## src/rtl/ext_interrupt_unit_if.sv

```systemverilog
// Register-file and pin bundle between the ATMega32A core glue and the
// external interrupt unit; master drives pins/strobes, slave returns state.
interface ext_interrupt_unit_if;
  logic [2:0] pin_in;
  logic       isc_we;
  logic [3:0] isc_data;
  logic       isc2_we;
  logic       isc2_data;
  logic       gicr_we;
  logic [2:0] gicr_data;
  logic       gifr_we;
  logic [2:0] gifr_data;
  logic [2:0] irq_ack;
  logic [3:0] isc_out;
  logic       isc2_out;
  logic [2:0] gicr_out;
  logic [2:0] gifr_out;
  logic [2:0] irq_req;

  modport master (
    output pin_in, isc_we, isc_data, isc2_we, isc2_data,
    output gicr_we, gicr_data, gifr_we, gifr_data, irq_ack,
    input  isc_out, isc2_out, gicr_out, gifr_out, irq_req
  );

  modport slave (
    input  pin_in, isc_we, isc_data, isc2_we, isc2_data,
    input  gicr_we, gicr_data, gifr_we, gifr_data, irq_ack,
    output isc_out, isc2_out, gicr_out, gifr_out, irq_req
  );
endinterface

```

## src/rtl/ext_interrupt_unit.sv

```systemverilog
// INT0/INT1/INT2 external interrupt sense logic: pin synchronisers, level/edge
// detection, GIFR flags and GICR-masked requests to the CPU vector unit.
module ext_interrupt_unit #(
  parameter int SYNC_STAGES = 2
) (
  input logic                 clk,
  input logic                 clr,
  ext_interrupt_unit_if.slave bus
);

  typedef enum logic [1:0] {
    SENSE_LOW  = 2'b00,
    SENSE_ANY  = 2'b01,
    SENSE_FALL = 2'b10,
    SENSE_RISE = 2'b11
  } sense_e;

  // INT2 reuses this with mode {1, ISC2}, i.e. falling or rising only.
  function automatic logic sense_event(input logic [1:0] mode, input logic cur, input logic prev);
    logic hit;
    case (sense_e'(mode))
      SENSE_ANY:  hit = cur ^ prev;
      SENSE_FALL: hit = prev & ~cur;
      SENSE_RISE: hit = cur & ~prev;
      default:    hit = 1'b0;
    endcase
    return hit;
  endfunction

  logic [2:0] sync_r [SYNC_STAGES];
  logic [2:0] prev_r;
  logic [3:0] isc_r;
  logic       isc2_r;
  logic [2:0] gicr_r;
  logic [2:0] gifr_r;

  logic [2:0] s_s;
  logic [3:0] isc_nxt_s;
  logic [2:0] level_s;
  logic [2:0] level_nxt_s;
  logic [2:0] event_s;
  logic [2:0] clear_s;
  logic [2:0] gifr_nxt_s;
  logic [2:0] irq_s;

  // Event detection, flag next-state and request masking.
  always_comb begin
    s_s         = sync_r[SYNC_STAGES-1];
    isc_nxt_s   = bus.isc_we ? bus.isc_data : isc_r;
    level_s     = {1'b0, isc_r[3:2] == 2'b00, isc_r[1:0] == 2'b00};
    level_nxt_s = {1'b0, isc_nxt_s[3:2] == 2'b00, isc_nxt_s[1:0] == 2'b00};
    // A sense-mode write masks that cycle's event so the mode change itself never flags.
    event_s[0]  = sense_event(isc_r[1:0], s_s[0], prev_r[0]) & ~bus.isc_we;
    event_s[1]  = sense_event(isc_r[3:2], s_s[1], prev_r[1]) & ~bus.isc_we;
    event_s[2]  = sense_event({1'b1, isc2_r}, s_s[2], prev_r[2]) & ~bus.isc2_we;
    clear_s     = bus.irq_ack | ({3{bus.gifr_we}} & bus.gifr_data);
    gifr_nxt_s  = gifr_r;
    irq_s       = 3'b000;
    for (int i = 0; i < 3; i++) begin
      if (event_s[i]) begin
        gifr_nxt_s[i] = 1'b1;
      end else if (level_nxt_s[i] | clear_s[i]) begin
        gifr_nxt_s[i] = 1'b0;
      end else begin
        gifr_nxt_s[i] = gifr_r[i];
      end
      if (level_s[i]) begin
        irq_s[i] = gicr_r[i] & ~s_s[i];
      end else begin
        irq_s[i] = gicr_r[i] & gifr_r[i];
      end
    end
  end

  // Synchronisers, previous-level history and the MCUCR/MCUCSR/GICR/GIFR registers.
  always_ff @(posedge clk) begin
    if (clr) begin
      for (int j = 0; j < SYNC_STAGES; j++) begin
        sync_r[j] <= 3'b111;
      end
      prev_r <= 3'b111;
      isc_r  <= 4'b0000;
      isc2_r <= 1'b0;
      gicr_r <= 3'b000;
      gifr_r <= 3'b000;
    end else begin
      sync_r[0] <= bus.pin_in;
      for (int j = 1; j < SYNC_STAGES; j++) begin
        sync_r[j] <= sync_r[j-1];
      end
      prev_r <= s_s;
      isc_r  <= isc_nxt_s;
      isc2_r <= bus.isc2_we ? bus.isc2_data : isc2_r;
      gicr_r <= bus.gicr_we ? bus.gicr_data : gicr_r;
      gifr_r <= gifr_nxt_s;
    end
  end

  assign bus.isc_out  = isc_r;
  assign bus.isc2_out = isc2_r;
  assign bus.gicr_out = gicr_r;
  assign bus.gifr_out = gifr_r;
  assign bus.irq_req  = irq_s;

endmodule

```

## src/flat_wrapper.sv

```systemverilog
// flat-port wrapper written by rule: the top's interface ports become plain ports
module ext_interrupt_unit_flat 
#(
  parameter int SYNC_STAGES = 2
)
  (clk, clr, bus_pin_in, bus_isc_we, bus_isc_data, bus_isc2_we, bus_isc2_data, bus_gicr_we, bus_gicr_data, bus_gifr_we, bus_gifr_data, bus_irq_ack, bus_isc_out, bus_isc2_out, bus_gicr_out, bus_gifr_out, bus_irq_req);
  ext_interrupt_unit_if bus_i ();
  input logic clk;
  input logic clr;
  input wire logic [$bits(bus_i.pin_in)-1:0] bus_pin_in;
  input wire logic [$bits(bus_i.isc_we)-1:0] bus_isc_we;
  input wire logic [$bits(bus_i.isc_data)-1:0] bus_isc_data;
  input wire logic [$bits(bus_i.isc2_we)-1:0] bus_isc2_we;
  input wire logic [$bits(bus_i.isc2_data)-1:0] bus_isc2_data;
  input wire logic [$bits(bus_i.gicr_we)-1:0] bus_gicr_we;
  input wire logic [$bits(bus_i.gicr_data)-1:0] bus_gicr_data;
  input wire logic [$bits(bus_i.gifr_we)-1:0] bus_gifr_we;
  input wire logic [$bits(bus_i.gifr_data)-1:0] bus_gifr_data;
  input wire logic [$bits(bus_i.irq_ack)-1:0] bus_irq_ack;
  output wire logic [$bits(bus_i.isc_out)-1:0] bus_isc_out;
  output wire logic [$bits(bus_i.isc2_out)-1:0] bus_isc2_out;
  output wire logic [$bits(bus_i.gicr_out)-1:0] bus_gicr_out;
  output wire logic [$bits(bus_i.gifr_out)-1:0] bus_gifr_out;
  output wire logic [$bits(bus_i.irq_req)-1:0] bus_irq_req;
  assign bus_i.pin_in = bus_pin_in;
  assign bus_i.isc_we = bus_isc_we;
  assign bus_i.isc_data = bus_isc_data;
  assign bus_i.isc2_we = bus_isc2_we;
  assign bus_i.isc2_data = bus_isc2_data;
  assign bus_i.gicr_we = bus_gicr_we;
  assign bus_i.gicr_data = bus_gicr_data;
  assign bus_i.gifr_we = bus_gifr_we;
  assign bus_i.gifr_data = bus_gifr_data;
  assign bus_i.irq_ack = bus_irq_ack;
  assign bus_isc_out = bus_i.isc_out;
  assign bus_isc2_out = bus_i.isc2_out;
  assign bus_gicr_out = bus_i.gicr_out;
  assign bus_gifr_out = bus_i.gifr_out;
  assign bus_irq_req = bus_i.irq_req;
  ext_interrupt_unit #(.SYNC_STAGES(SYNC_STAGES)) u_core (.clk(clk), .clr(clr), .bus(bus_i));
endmodule
```

## config.mk

```make
export PLATFORM = sky130hd
export DESIGN_NAME = ext_interrupt_unit_flat
export DESIGN_NICKNAME = d
export VERILOG_FILES = /design/src/rtl/ext_interrupt_unit_if.sv /design/src/rtl/ext_interrupt_unit.sv /design/src/flat_wrapper.sv
export SDC_FILE = /design/constraint.sdc
export NUM_CORES = 1
export LEC_CHECK = 0
export ABC_CLOCK_PERIOD_IN_PS = 3500
export CORE_UTILIZATION = 35
export DETAILED_ROUTE_END_ITERATION = 7
export GPL_TIMING_DRIVEN = 0
export PLACE_DENSITY = 0.68
export RECOVER_POWER = 25
export SYNTH_ARGS = -nofsm -noshare
export SYNTH_HDL_FRONTEND = slang
export SYNTH_SLANG_ARGS = --single-unit
export TNS_END_PERCENT = 30
```

## constraint.sdc

```tcl
create_clock -name clk -period 3.5 [get_ports clk]
set_clock_uncertainty 0.1 [all_clocks]
set_input_delay 1.05 -clock clk [delete_from_list [all_inputs] [get_ports clk]]
set_output_delay 1.05 -clock clk [all_outputs]
set_load 0.02 [all_outputs]
```

==> Word-level counts from Yosys, hierarchy flattened <==
Memory sizes are Yosys's and may differ from the RTL's.
Cells that the tools add are included.
{ "totals": {"reg_bits": 14, "ramBits": 6, "input_bits": 23, "out_inout_bits": 14, "word_cells": 69, "n_memories": 1} }
{ "classes": {"eq_ne": 6, "n_mux": 17, "bitwise_logic": 31, "n_reduce_logical": 7} }
{ "memory_table": {"columns": ["name", "depth", "width", "rd", "rd_clocked_by_memory_dff", "wr", "line", "text"], "rows": [
  ["u_core.sync_r", 2, 3, 2, 0, 2, "ext_interrupt_unit.sv:30", "logic [2:0] sync_r [SYNC_STAGES];"]
]} }
{ "op_table": {"columns": ["operator", "n"], "rows": [
  ["1-bit bitwise AND", 14],
  ["1-bit 2-to-1 mux", 11],
  ["1-bit inverter", 9],
  ["2-bit == test, second input constant", 4],
  ["2-bit zero test", 4],
  ["3-bit 2-to-1 mux", 2],
  ["1-bit one-hot mux with 3 select lines", 2],
  ["2-bit nonzero test", 3],
  ["2-bit by 1-bit == test with 1-bit output, second input constant", 2],
  ["4-bit 2-to-1 mux", 1],
  ["1-bit bitwise OR", 4],
  ["3-bit bitwise AND", 1],
  ["3-bit bitwise OR", 1],
  ["1-bit one-hot mux with 2 select lines", 1],
  ["1-bit XOR", 2]
]} }

==> Logic depth before layout (Yosys ltp) <==
An unclocked memory read counts as a cell.
{ "logic_depth": {"depth_word": 6, "ltp_mapped": 5, "depth_no_buf": 5} }

==> Worst setup path after synthesis <==
Ideal clock, no wire load.
{ "synth_timing": {"path_type": "flip-flop to output port", "from": "register u_core.isc_r[0] (netlist: u_core.bus.isc_out[0])", "to": "output bus_irq_req[0]", "arrival_time_ns": 0.871, "required_time_ns": 2.350, "setup_slack_ns": 1.479, "stages_incl_launch_ff": 4, "path_buffers": 0, "path_cell_list": "dfxtp_1 nor2_1 nand2_1 o211a_1"} }
{ "synth_between": {"elab_chain_len": 2} }
{ "synth_rtl": {"columns": ["element", "line", "text"], "rows": [
  ["from (decl)", "ext_interrupt_unit.sv:32", "logic [3:0] isc_r;"],
  ["from (signal assigned)", "ext_interrupt_unit.sv:92", "isc_r <= isc_nxt_s;"],
  ["2-bit zero test", "ext_interrupt_unit.sv:50", "level_s = {1'b0, isc_r[3:2] == 2'b00, isc_r[1:0] == 2'b00};"],
  ["1-bit 2-to-1 mux", "ext_interrupt_unit.sv:67", "if (level_s[i]) begin"],
  ["to (decl)", "flat_wrapper.sv:24", "output wire logic [$bits(bus_i.irq_req)-1:0] bus_irq_req;"]
]} }
No other way between the ends.

==> Final worst setup path <==
Ends and elaborated chain as after synthesis.

==> impl_results.md <==
* Outcome: complete, no violations
* Post-synthesis simple-gate area fraction at about 22%
* Post-Synth XOR/XNOR Area at 0%
* Layout cell share with drive strength beyond 1 at 11.8%
* Via Count at roughly 740
* Synth top area share at a little under half
* Synth top area cells: dfxtp_1 (48%), mux2i_1 (7.2%), or2_2 (6.7%), ha_1 (6.0%), a21oi_1 (4.2%)
* RSZ-0062 raised after global routing: false
* H-tree depth at 1
* Hold crit path type: flip-flop to flip-flop
* Final ANT Viol Nets at 0
* Crit-path cells: nor2_1, nand2_1, o211a_1, clkdlybuf4s50_1
* Sequential-to-total area share from yosys stat at a little under half
* Routed WL per cell at 11.6 µm
* Fmax at 0.358 GHz
* Setup_tns at 0 ns
* Max-Cap Viols at 0
* Element type at the critical path start: flip-flop
* Worst EP arrival at 1.64 ns
* Combinational share of power at 16.6%
* Drc violations at 0
* R2R depth at 4
* Clock Power Share at 29.7%
* Peak VDD IR at 0.000235 V
* Root Driver: clkbuf_4
* Sequential share of power at 53.6%
* Worst-path maximum fanout at 4
* Final Critical Period at between 2 and 3 ns
* Synth Net Count at about 120
* Ys Warns at 0
* Initial antenna violation count at 0
* Commonest non-fill, non-tap cell in the layout: clkdlybuf4s50_1
* Largest net degree at the start of global routing at 12
* Slew Viols, Final at 0
* R2r endpoint: u_core.bus.gifr_out[0]
* Fin. Hold Viols at 0
* Final Util at 56.2%
* Most frequent cells in the layout: clkdlybuf4s50_1 (33), dfxtp_1 (20), nand2_1 (9), or2_2 (9)
* Pint at 0.347 mW
* Cell count after synthesis at 88
* Net Sw Power at 0.109 mW
* Post-DP HPWL at 1.35 mm
* Number of buffers created by CTS at 3
* Reg-to-reg slack, setup at about 2.1 ns
* Post-CTS sizing at 0
* Gpl congestion at ~0.7
* Distinct cells, synth at 20
* DIE WIDTH at 50.8 µm
* Worst rel slew slack at 79.2%
* Adder-cell share of the synthesized area at 6.00%
* CTS Sinks at 20
* Initial drt markers at 4
* RR Startpoint: u_core.sync_r[0][3]
* Hold path start: u_core.sync_r[0][1]
* CTS Buffer Depth at 2
* Setup Crit Path Kind: flip-flop to output port
* Syn Area/Cell at 9.48 µm²
* Yosys reg bits at 20
* Core ar. at between 2000 and 2500 µm²
* Final period util at between 70% and 80%
* WP data required at 2.35 ns
* Starting Density at 37.4%
* GRT Resource Usage Total at 16.2%
* Switching Share at 24.0%
* Leak Pwr at between 0.5 and 0.6 nW
* Worst skew pair latency at 0.30 ns
* Die area at 2580 µm²
* Cell row count at 17
* Post-Route WL at 1.79 mm
* Critical path capture point type: output port
* Vias in the first global route at 697
* Routed vias/inst at ~4.8
* CTS Hold Buffers Added at 0
* Leading area contributor after synthesis: dfxtp_1
* Setup Viol. Count Final at 0
* Slowest stage cell, crit path: clkdlybuf4s50_1
* I/O pins at 37
* Crit path launch: u_core.bus.isc_out[0]
* Power per cell area at 363 nW/µm²
* Total gr overflow at 0
* Postcts setup bufs at 0
* Initial DRT Pass Iterations at 4
* Global-route wire length before repair at 3.01 mm
* Cell Area, Synth at about 830 µm²
* Max incr delay on CP at 0.60 ns
* Chip height at 50.8 µm
* Fin nets at approximately 160
* Main combinational cell family by area after synthesis: simple AND/OR/NAND/NOR gates
* Number of port buffers at 35
* Area Growth Syn to Fin at 50.5%
* Post-synthesis compound-gate area fraction at between 10% and 20%
* Tightest Pin Transition at 0.312 ns
* N_diodes at 0
* Fillers at 213
* Crit path capture: bus_irq_req[0]
* TritonCTS clock tree: built
* Reg clk slew, reported paths at 0.11 ns
* Post-synthesis mux area share at 7.20%
[per-layer routing]
metal  wire (µm)  track usage [%]  up-vias
li1            -                -      377
met1         789             18.6      338
met2         908             28.0       17
met3          59             3.57        6
met4          37             8.33        0
met5           0                0        -
[flip-flops by register name, summed over array words and instances, names as in the netlist]
| name | flops |
|---|---|
| u_core.sync_r | 6 |
| u_core.bus.gifr_out | 3 |
| u_core.prev_r | 3 |
| u_core.bus.gicr_out | 3 |
| u_core.bus.isc_out | 4 |
| u_core.bus.isc2_out | 1 |
[worst min path at each step]
stage               cells past startpoint             endpoint  slack (ns)
finish                                  1  u_core.sync_r[0][4]        0.32
detailed placement                      1  u_core.sync_r[0][4]        0.29
floorplan                               1  u_core.sync_r[0][3]        0.29
global route                            1  u_core.sync_r[0][4]        0.33
global placement                        1  u_core.sync_r[0][4]        0.29
CTS                                     1  u_core.sync_r[0][4]        0.32
[cell usage after synthesis (all sizes together)]
| cell | instances |
|---|---|
| dfxtp | 20 |
| inv | 5 |
| and2 | 1 |
| nand2 | 9 |
| ha | 4 |
| clkbuf | 2 |
| nor2 | 7 |
| or2 | 9 |
| nand3b | 1 |
| buf | 1 |
| mux2i | 6 |
| a31oi | 1 |
| nand2b | 4 |
| or3b | 1 |
| o32a | 2 |
| o21ai | 4 |
| a21oi | 7 |
| o211a | 2 |
| nand4b | 2 |
[critical path: cells and delay by family, from the launching register on]
family	cells	cell delay [ns]
buf+inv	1	0.60
compound gates	1	0.14
flops	1	0.43
simple gates	2	0.17
[per-stage QoR]
| stage | hold slack [ns] | cell area, µm² | power, mW | instances | worst slack [ns] |
|---|---|---|---|---|---|
| after floorplan | 0.289 | 835 | 0.282 | 88 | 1.48 |
| after global placement | 0.292 | 1220 | 0.325 | 151 | 1.07 |
| after detailed placement | 0.294 | 1220 | 0.326 | 151 | 1.06 |
| after CTS | 0.324 | 1260 | 0.463 | 155 | 0.702 |
| after global routing | 0.333 | 1260 | 0.478 | 155 | 0.626 |
| final | 0.321 | 1260 | 0.456 | 155 | 0.710 |
[final cells by class]
cell class	count	area, µm²	share of cell area [%]
multi-input cells	60	393	31.3
flip-flops and latches	20	400	31.9
inverters	5	18.8	1.49
repair buffers	35	350	27.9
plain buffers	3	22.5	1.79
well taps	28	35.0	2.79
clock buffers	4	36.3	2.89
[power by group through the flow]
stage / combinational (mW) / clock, mW / sequential (mW)
2_1_floorplan: 0.0264 / 0 / 0.256
3_3_place_gp: 0.0753 / 0 / 0.249
3_5_place_dp: 0.0764 / 0 / 0.250
4_1_cts: 0.0771 / 0.141 / 0.245
5_1_grt: 0.0826 / 0.149 / 0.246
6_report: 0.0759 / 0.135 / 0.245
[logic make-up (layout without fill, tap and decap cells)]
family | after synthesis | in the layout
adders and majority gates | 4 | 4
AOI/OAI and AO/OA | 16 | 16
and+or+nand+nor | 34 | 34
buffers and inverters | 8 | 47
DFF | 20 | 20
muxes | 6 | 6
No activity file was read; power rests on OpenSTA's default activity.
